[src/rtl/vga_pkg.sv]
// Shared types and default 640x480@60 timing for the VGA frame scheduler.
package vga_pkg;

  typedef enum logic [1:0] {ACTIVE, FRONT, SYNC, BACK} region_t;

  localparam int DEF_H_ACTIVE = 640;
  localparam int DEF_H_FP     = 16;
  localparam int DEF_H_PULSE  = 96;
  localparam int DEF_H_BP     = 48;
  localparam int DEF_V_ACTIVE = 480;
  localparam int DEF_V_FP     = 10;
  localparam int DEF_V_PULSE  = 2;
  localparam int DEF_V_BP     = 33;

  function automatic int axis_total(input int act, input int fp, input int pulse, input int bp);
    return act + fp + pulse + bp;
  endfunction

endpackage

[src/rtl/vga_axis_counter.sv]
// One timing axis: position counter plus region FSM (ACTIVE->FRONT->SYNC->BACK).
// Advances only when i_en is high; o_wrap flags the enabled cycle at the last count.
module vga_axis_counter
  import vga_pkg::*;
#(
  parameter int ACTIVE_LEN = DEF_H_ACTIVE,
  parameter int FP_LEN     = DEF_H_FP,
  parameter int PULSE_LEN  = DEF_H_PULSE,
  parameter int BP_LEN     = DEF_H_BP,
  parameter int CNT_W      = 10
) (
  input  logic             clk,
  input  logic             rst,
  input  logic             i_en,
  output logic [CNT_W-1:0] o_count,
  output region_t          o_region,
  output logic             o_wrap,
  output logic             o_sync
);

  localparam int TOTAL = axis_total(ACTIVE_LEN, FP_LEN, PULSE_LEN, BP_LEN);
  localparam logic [CNT_W-1:0] LAST_ACT  = CNT_W'(ACTIVE_LEN - 1);
  localparam logic [CNT_W-1:0] LAST_FP   = CNT_W'(ACTIVE_LEN + FP_LEN - 1);
  localparam logic [CNT_W-1:0] LAST_SYNC = CNT_W'(ACTIVE_LEN + FP_LEN + PULSE_LEN - 1);
  localparam logic [CNT_W-1:0] LAST_CNT  = CNT_W'(TOTAL - 1);

  logic [CNT_W-1:0] r_count;
  region_t          r_region;
  region_t          w_region_next;

  assign o_wrap   = i_en & (r_count == LAST_CNT);
  assign o_count  = r_count;
  assign o_region = r_region;
  assign o_sync   = (r_region == SYNC);

  always_ff @(posedge clk) begin
    if (rst) begin
      r_count  <= '0;
      r_region <= ACTIVE;
    end else begin
      r_region <= w_region_next;
      if (i_en) r_count <= o_wrap ? '0 : r_count + 1'b1;
    end
  end

  // Region moves on the enabled cycle at the last count of the current region.
  always_comb begin
    w_region_next = r_region;
    if (i_en) begin
      case (r_region)
        ACTIVE:  if (r_count == LAST_ACT)  w_region_next = FRONT;
        FRONT:   if (r_count == LAST_FP)   w_region_next = SYNC;
        SYNC:    if (r_count == LAST_SYNC) w_region_next = BACK;
        BACK:    if (r_count == LAST_CNT)  w_region_next = ACTIVE;
        default: w_region_next = ACTIVE;
      endcase
    end
  end

endmodule

[src/rtl/vga_frame_scheduler.sv]
// VGA timing master and single-port framebuffer scheduler: display reads own phase 0
// of active pixels, the writer gets every other slot.
module vga_frame_scheduler
  import vga_pkg::*;
#(
  parameter int   H_ACTIVE = DEF_H_ACTIVE,
  parameter int   H_FP     = DEF_H_FP,
  parameter int   H_PULSE  = DEF_H_PULSE,
  parameter int   H_BP     = DEF_H_BP,
  parameter int   V_ACTIVE = DEF_V_ACTIVE,
  parameter int   V_FP     = DEF_V_FP,
  parameter int   V_PULSE  = DEF_V_PULSE,
  parameter int   V_BP     = DEF_V_BP,
  parameter logic SYNC_POL = 1'b0,
  parameter int   ADDR_W   = 19,
  parameter int   DATA_W   = 8
) (
  input  logic              clk,
  input  logic              rst,
  input  logic              wr_req,
  input  logic [ADDR_W-1:0] wr_addr,
  input  logic [DATA_W-1:0] wr_data,
  output logic              wr_gnt,
  output logic              wr_err,
  output logic [ADDR_W-1:0] mem_addr,
  output logic              mem_we,
  output logic [DATA_W-1:0] mem_wdata,
  input  logic [DATA_W-1:0] mem_rdata,
  output logic [DATA_W-1:0] pixel,
  output logic              hsync,
  output logic              vsync,
  output logic              video_on,
  output logic              frame_start
);

  localparam int H_TOTAL = axis_total(H_ACTIVE, H_FP, H_PULSE, H_BP);
  localparam int V_TOTAL = axis_total(V_ACTIVE, V_FP, V_PULSE, V_BP);
  localparam int HC_W    = $clog2(H_TOTAL);
  localparam int VC_W    = $clog2(V_TOTAL);
  localparam logic [ADDR_W:0] FB_SIZE = (ADDR_W + 1)'(H_ACTIVE * V_ACTIVE);

  logic              r_phase;
  logic [ADDR_W-1:0] r_disp_addr;
  logic [DATA_W-1:0] r_pixel;
  logic              r_hsync;
  logic              r_vsync;
  logic              r_video_on;
  logic              r_wr_err;

  logic [HC_W-1:0] w_hcount;
  logic [VC_W-1:0] w_vcount;
  region_t         w_hregion;
  region_t         w_vregion;
  logic            w_hwrap;
  logic            w_vwrap;
  logic            w_hsync_raw;
  logic            w_vsync_raw;
  logic            w_tick;
  logic            w_active;
  logic            w_rd;
  logic            w_slot;
  logic            w_in_range;

  assign w_tick = r_phase;

  vga_axis_counter #(
    .ACTIVE_LEN (H_ACTIVE),
    .FP_LEN     (H_FP),
    .PULSE_LEN  (H_PULSE),
    .BP_LEN     (H_BP),
    .CNT_W      (HC_W)
  ) u_hcnt (
    .clk      (clk),
    .rst      (rst),
    .i_en     (w_tick),
    .o_count  (w_hcount),
    .o_region (w_hregion),
    .o_wrap   (w_hwrap),
    .o_sync   (w_hsync_raw)
  );

  vga_axis_counter #(
    .ACTIVE_LEN (V_ACTIVE),
    .FP_LEN     (V_FP),
    .PULSE_LEN  (V_PULSE),
    .BP_LEN     (V_BP),
    .CNT_W      (VC_W)
  ) u_vcnt (
    .clk      (clk),
    .rst      (rst),
    .i_en     (w_hwrap),
    .o_count  (w_vcount),
    .o_region (w_vregion),
    .o_wrap   (w_vwrap),
    .o_sync   (w_vsync_raw)
  );

  // Phase 0 of an active pixel belongs to the display; every other cycle is a write slot.
  assign w_active   = (w_hregion == ACTIVE) && (w_vregion == ACTIVE);
  assign w_rd       = ~r_phase & w_active;
  assign w_slot     = r_phase | ~w_active;
  assign w_in_range = ({1'b0, wr_addr} < FB_SIZE);

  assign wr_gnt      = wr_req & w_slot & ~rst;
  assign mem_we      = wr_gnt & w_in_range;
  assign mem_addr    = w_rd ? r_disp_addr : wr_addr;
  assign mem_wdata   = wr_data;
  assign frame_start = w_tick & (w_hcount == '0) & (w_vcount == '0);

  assign pixel    = r_pixel;
  assign hsync    = r_hsync;
  assign vsync    = r_vsync;
  assign video_on = r_video_on;
  assign wr_err   = r_wr_err;

  always_ff @(posedge clk) begin
    if (rst) begin
      r_phase     <= 1'b0;
      r_disp_addr <= '0;
      r_wr_err    <= 1'b0;
    end else begin
      r_phase  <= ~r_phase;
      r_wr_err <= wr_gnt & ~w_in_range;
      // Running raster address avoids a v*H_ACTIVE multiplier.
      if (w_tick & w_vwrap) r_disp_addr <= '0;
      else if (w_rd)        r_disp_addr <= r_disp_addr + 1'b1;
    end
  end

  // Read data returns on the tick cycle, so pins land one pixel period after the counters.
  always_ff @(posedge clk) begin
    if (rst) begin
      r_pixel    <= '0;
      r_hsync    <= ~SYNC_POL;
      r_vsync    <= ~SYNC_POL;
      r_video_on <= 1'b0;
    end else if (w_tick) begin
      r_pixel    <= w_active ? mem_rdata : '0;
      r_hsync    <= w_hsync_raw ? SYNC_POL : ~SYNC_POL;
      r_vsync    <= w_vsync_raw ? SYNC_POL : ~SYNC_POL;
      r_video_on <= w_active;
    end
  end

endmodule

[config.mk]
export PLATFORM = sky130hd
export DESIGN_NAME = vga_frame_scheduler
export DESIGN_NICKNAME = d
export VERILOG_FILES = /design/src/rtl/vga_pkg.sv /design/src/rtl/vga_axis_counter.sv /design/src/rtl/vga_frame_scheduler.sv
export SDC_FILE = /design/constraint.sdc
export NUM_CORES = 1
export LEC_CHECK = 0
export BUFFER_PORTS_ARGS = -buffer_cell sky130_fd_sc_hd__buf_4
export CAP_MARGIN = 5
export CORE_ASPECT_RATIO = 0.8
export CORE_MARGIN = 1
export CORE_UTILIZATION = 44
export CTS_CLUSTER_DIAMETER = 50
export DETAILED_ROUTE_END_ITERATION = 7
export PLACE_DENSITY = 0.68
export SLEW_MARGIN = 20
export SYNTH_ARGS = -nofsm -noshare
export SYNTH_HDL_FRONTEND = slang
export SYNTH_SLANG_ARGS = --single-unit
export TNS_END_PERCENT = 50
[constraint.sdc]
create_clock -name clk -period 2.65 [get_ports clk]
set_input_delay 0.795 -clock clk [delete_from_list [all_inputs] [get_ports clk]]
set_output_delay 0.795 -clock clk [all_outputs]
set_load 0.01 [all_outputs]
==> summary.md, run 1 <==
| Metric | Value |
|---|---|
| Layout cells sized above 1 | `23.9%` |
| CP Max Fanout | `4` |
| Initial detailed-routing violation count | `76` |
| First-pass GRT wire length | `11,000 um` |
| Max VDD drop | `259 uV` |
| Yosys top cell area share | `36.3%` |
| Finish-stage setup viols | `1` |
| IO buf count | `63` |
| Total number of vias | `2,612` |
| Top cell family by delay on the critical path | `simple AND/OR/NAND/NOR gates` |
| WL per Instance | `12.7 um` |
| Synth warn | `0` |
| Core Region | `6570 sq um` |
| Cell variety after synth | `51` |
| Post-DR vias/cell | `5.19` |
| GPL Wtd Cong | `0.796` |
| Synth top area cells | `dfxtp_1, nand2_1, xnor2_1` |
| Power Total | `1580 uW` |
| CTS Buf Count | `5` |
| Max clock buf depth | `2` |
| WP buf/inv | `2` |
| Nets | `470` |
| H-tree levels | `2` |
| Initial DRT Pass Iterations | `4` |
| # diodes | `0` |
| # IOs | `80` |
| Status | `finished with violations` |
| Sequential share of the synthesized area | `36.3%` |
| WL final | `6410 um` |
| Syn_area_per_cell | `8.44 sq um` |
| Commonest cells in the synthesized netlist | `nand2_1, dfxtp_1, nor2_1` |
| Achievable Freq | `0.364 GHz` |
| P&R area growth vs syn | `20.3%` |
| Crit path kind | `flop to output port` |
| Unrepaired setup endpoints after global routing | `yes` |
| Overall die height | `76.9 um` |
| Num Clock Sinks | `56` |
| Post-DP HPWL | `4660 um` |
| Initial antenna violation count | `0` |
| Placement Cell Area | `3560 sq um` |
| Crit-path cells | `inv_2 -> ha_1 -> or4b_4 -> nor4_4 -> nand4b_1 -> nor4b_2 -> buf_4` |
| Clk Latency, worst-skew pair | `0.32 ns` |
| GRT Util Overall | `18.4%` |
| Die Span X | `95.7 um` |
| Fin crit share | `104%` |
| #FFs+latches synth | `56` |
| Synthesized Nets | `418` |
| Max-slew violation count | `0` |
| Crit path capture type | `output port` |
| Final ANT Viol Nets | `0` |
| Largest net degree at the start of global routing | `29` |
| Gate Count Post-Synth | `366` |
| Design Area, Final | `3710 sq um` |
| Min-delay worst type | `flop to flop` |
| Vias in the first global route | `2,430` |
| Clock Skew | `0.00887 ns` |
| Postcts setup bufs | `0` |
| DR DRC count | `0` |
| Initial Utilization | `47.0%` |
| Final global-route overflow total | `0` |
| Most frequent cell after synthesis | `nand2_1` |
| Fin. Hold Viols | `0` |
| Hold slack final | `0.477 ns` |
| Leak | `0.00153 uW` |
| EDFF count, synth | `0` |
| Max-cap violations | `0` |
| Cts hold-fix bufs | `0` |
| Worst path max stage delay | `0.47 ns` |
| Worst path arrival time | `1.95 ns` |
| Post-layout util | `56.5%` |
| Cell row count | `26` |
| Clk Tree Root Cell | `clkbuf_8` |
| Ys flop type | `dfxtp_1` |
| Worst EP required | `1.86 ns` |
| Pwr per Cell Area | `425 nW/um^2` |
| Asr flop ratio synth | `0%` |
| Mapped Area | `3090 sq um` |
| Tmin final | `2.75 ns` |
| Worst path slowest cell | `or4b_4` |
| Worst rel slew slack | `58.6%` |
| Reg clk slew, reported paths | `0.11 ns` |
| Violations in the final reports | `setup timing` |
| Dominant cell type by area after synthesis | `dfxtp_1` |
| Die area | `7360 sq um` |
| CP startpoint kind | `flop` |
| Worst slew pin tran | `0.619 ns` |
| CTS tree | `yes` |
| Setup ws final | `-0.0997 ns` |
| Setup TNS | `-0.0997 ns` |
==> where the power goes <==
group          internal [uW]  leakage, uW  switching [uW]
combinational            110      0.00103            96.2
sequential               859     0.000455            16.0
clock                    193    0.0000452             302
total                   1160      0.00153             415
==> state kept, by name, indices dropped and copies added, names as in the netlist <==
signal           count
u_hcnt.o_region      2
r_disp_addr         19
u_vcnt.o_region      2
pixel                8
wr_err               1
r_phase              1
hsync                1
video_on             1
u_hcnt.o_count      10
vsync                1
u_vcnt.o_count      10
==> path summary, 6_finish.rpt <==
| check | from | to | slack (ns) | cells past startpoint |
|---|---|---|---|---|
| hold / removal | video_on$_SDFFE_PP0P_ | video_on$_SDFFE_PP0P_ | 0.48 | 1 |
| hold reg to reg | video_on$_SDFFE_PP0P_ | video_on$_SDFFE_PP0P_ | 0.48 | 1 |
| setup / recovery | u_hcnt.o_count[1]$_SDFFE_PP0P_ | frame_start | -0.1 | 7 |
| setup reg to reg | r_phase$_SDFF_PP0_ | u_vcnt.o_region[0]$_SDFFE_PP0P_ | 0.59 | 6 |
==> worst register-to-register path, delay by kind of cell (launching register included) <==
kind | cells | cell delay, ns
AO/OA/AOI/OAI | 3 | 0.71
AND/OR/NAND/NOR | 2 | 0.59
buffers and inverters | 1 | 0.21
flip-flops | 1 | 0.47
==> metrics by stage <==
| stage | instances | setup WS (ns) |
|---|---|---|
| floorplan | 366 | 0.163 |
| CTS | 503 | -0.107 |
| global route | 503 | -0.218 |
| finish | 503 | -0.0997 |
| global placement | 495 | 0.186 |
| detailed placement | 495 | 0.121 |
==> what timing repair did <==
action                     in CTS  in global routing
pin swaps                       1                  0
resized for setup               6                  8
setup endpoints to repair       2                 22
==> cell type report <==
cell class | count | area (sq um)
clock buffers | 5 | 68.8
clock inverters | 3 | 25.0
fillers | 640 | 2860
inverters | 12 | 45.0
multi-input cells | 274 | 1810
flip-flops and latches | 56 | 1120
well taps | 84 | 105
repair buffers | 69 | 534
==> logic make-up after synthesis <==
| group | synth area share (%) |
|---|---|
| AND/OR/NAND/NOR | 33.0 |
| XOR/XNOR | 9.08 |
| adder cells (fa/ha/maj) | 5.67 |
| AO/OA/AOI/OAI | 9.64 |
| buffers and inverters | 6.28 |
| flip-flops | 36.3 |
==> cell usage in the layout (no fill, tap or decap), drive strengths merged, types with 3 or more instances in the layout <==
cell type	Yosys	routed
and4b	3	3
ha	14	14
clkbuf	6	5
a21oi	11	11
and3	3	3
buf	18	69
xnor2	21	21
a22o	8	8
a21o	4	4
nand3	13	13
nor4	4	4
inv	12	14
dfxtp	56	56
nor2	38	38
o21ai	9	9
and4	3	3
nand2	71	71
nand4	13	13
xor2	11	11
or3	5	5
nand2b	4	4
nor3	13	13
==> routing by layer <==
metal | up-vias | part of all wire [%] | global-route usage, % | wire length, um
li1 | 1344 | - | - | -
met1 | 1216 | 50 | 25.0 | 3210
met2 | 40 | 45 | 29.5 | 2900
met3 | 12 | 3.5 | 3.47 | 223
met4 | 0 | 1.2 | 5.07 | 78
met5 | - | 0 | 0 | 0
Note: power is estimated with default switching activity, not from simulation.
==> run 2, diff against run 1 <==
REMOVE_ABC_BUFFERS = 1   (was not set)
==> run 2 against run 1 <==
  * The flow still finishes with violations (setup timing)
  * Non-clock buffer count up 2
  * Die area unchanged
  * Final cell count up 0.40%
  * Combinational power about the same
  * Fmax down 1.3%
  * Worst setup slack worse by 0.036 ns
  * First-iteration DRC count down 22%
  * Routed wire length down 2.6%
  * Critical path type unchanged
  * Largest power group unchanged
==> summary.md, run 2 (same netlist as run 1, synthesis figures left out) <==
| Metric | Value |
|---|---|
| H-tree levels | `2` |
| Final ANT Viol Nets | `0` |
| Reg2Reg Launch Point | `u_hcnt.o_count[0]$_SDFFE_PP0P_` |
| Num Clock Sinks | `56` |
| Setup TNS | `-0.136 ns` |
| CP Max Fanout | `2` |
| Achievable Freq | `0.359 GHz` |
| CTS Buf Count | `5` |
| Overall die height | `76.9 um` |
| Nets | `472` |
| Post-DR vias/cell | `5.15` |
| Finish-stage setup viols | `1` |
| Worst path arrival time | `1.99 ns` |
| Fin. Hold Viols | `0` |
| P&R area growth vs syn | `20.1%` |
| Crit path kind | `flop to output port` |
| Top reg by flops | `r_disp_addr` |
| Worst slew pin tran | `0.650 ns` |
| Hold Path Cell Cnt | `1` |
| Cts hold-fix bufs | `0` |
| Max clock buf depth | `2` |
| Status | `finished with violations` |
| Initial Utilization | `47.0%` |
| Layout cells sized above 1 | `23.5%` |
| Total number of vias | `2,599` |
| Tmin final | `2.79 ns` |
| Initial detailed-routing violation count | `59` |
| WL per Instance | `12.4 um` |
| Violations in the final reports | `setup timing` |
| R2R setup slack | `0.61 ns` |
| Die Span X | `95.7 um` |
| Worst EP required | `1.86 ns` |
| First-pass GRT wire length | `10,400 um` |
| Die area | `7360 sq um` |
| WL final | `6250 um` |
| Design Area, Final | `3710 sq um` |
| Postcts setup bufs | `0` |
| Clk Latency, worst-skew pair | `0.31 ns` |
| Worst r2r path cells | `7` |
| Vias in the first global route | `2,365` |
| Commonest cells after routing, fill and taps aside | `nand2_1, buf_4, dfxtp_1` |
| Post-route insts no fill | `505` |
| IO buf count | `63` |
| GRT Util Overall | `17.3%` |
| Reg-to-reg endpoint | `u_vcnt.o_region[0]$_SDFFE_PP0P_` |
| Worst rel slew slack | `56.5%` |
| Most common library cell in the layout ignoring fill and taps | `nand2_1` |
| Clock Skew | `0.0117 ns` |
| Placed cell count | `497` |
| Reg clk slew, reported paths | `0.11 ns` |
| Cell row count | `26` |
| Core Region | `6570 sq um` |
| Beginning of the worst hold path | `video_on$_SDFFE_PP0P_` |
| Min-delay worst type | `flop to flop` |
| Setup ws final | `-0.136 ns` |
| CTS tree | `yes` |
| Number of flip-flops in the largest register | `19` |
| GPL Wtd Cong | `0.783` |
| # IOs | `80` |
| Pwr per Cell Area | `420 nW/um^2` |
| # diodes | `0` |
| Initial antenna violation count | `0` |
| Initial DRT Pass Iterations | `4` |
| Max-slew violation count | `0` |
| DR DRC count | `0` |
| Fin crit share | `105%` |
| Max-cap violations | `0` |
| Crit path capture type | `output port` |
| Final global-route overflow total | `0` |
| Max VDD drop | `228 uV` |
| Largest net degree at the start of global routing | `29` |
| Clk Tree Root Cell | `clkbuf_8` |
| Hold endpoint | `video_on$_SDFFE_PP0P_` |
| Post-DP HPWL | `4590 um` |
| Unrepaired setup endpoints after global routing | `yes` |
| Fill cell count | `622` |
| Leak | `0.00154 uW` |
| CP startpoint kind | `flop` |
| Placement Cell Area | `3580 sq um` |
[run 2: cell types whose count changed in the layout (fill, tap and decap cells not counted), sizes merged]
cell / change
clkinvlp: -1
inv: -1
buf: +2
clkinv: +2
[run 2: through the flow]
step           setup slack [ns]  power [uW]  util, %  hold WS [ns]
4_1_cts                  -0.188        1570     56.0         0.479
3_5_place_dp             0.0318        1090     54.4         0.449
6_report                 -0.136        1560     56.4         0.472
2_1_floorplan             0.178         981        -         0.470
5_1_grt                  -0.271        1630     56.4         0.510
3_3_place_gp              0.146        1090     54.4         0.438
[run 2: report_power, final]
part,switching (uW),internal [uW],total (uW)
Combinational,95.3,110,205
Clock,287,190,477
Sequential,15.5,859,875
[run 2: final cells by class]
class,instances,area (sq um),share of cell area [%]
inverter,12,45.0,1.21
sequential,56,1120,30.3
tap,84,105,2.83
clock buffer,5,68.8,1.86
clock inverter,3,22.5,0.607
timing repair buffer,71,544,14.7
multi-input combinational,274,1800,48.5
[run 2: worst max path at each step]
stage | startpoint | end | slack, ns | cells past startpoint
floorplan | u_hcnt.o_count[0]$_SDFFE_PP0P_ | frame_start | 0.18 | 6
global placement | u_hcnt.o_count[0]$_SDFFE_PP0P_ | frame_start | 0.15 | 7
detailed placement | u_hcnt.o_count[0]$_SDFFE_PP0P_ | frame_start | 0.03 | 7
CTS | u_hcnt.o_count[0]$_SDFFE_PP0P_ | frame_start | -0.19 | 7
global route | u_hcnt.o_count[0]$_SDFFE_PP0P_ | frame_start | -0.27 | 7
finish | u_hcnt.o_count[0]$_SDFFE_PP0P_ | frame_start | -0.14 | 7
[run 2: worst max-delay path, stage by stage (launching register included)]
cell,delay (ns)
dfxtp_1,0.32
inv_1,0.05
ha_1,0.13
or4b_4,0.46
nor4_4,0.15
nand4b_1,0.14
nor4b_2,0.26
buf_4,0.17
[run 2: repair_timing]
action / 4_1_cts / 5_1_grt
pin swaps: 1 / 0
gates resized for setup: 2 / 7
endpoints found under the setup margin: 1 / 20
gates cloned: 0 / 0
[run 2: per-layer routing]
metal / track usage [%] / vias up / part of all wire (%)
li1: - / 1357 / -
met1: 22.8 / 1179 / 49
met2: 28.8 / 60 / 45
met3: 4.37 / 3 / 5.2
met4: 2.69 / 0 / 0.32
met5: 0 / - / 0
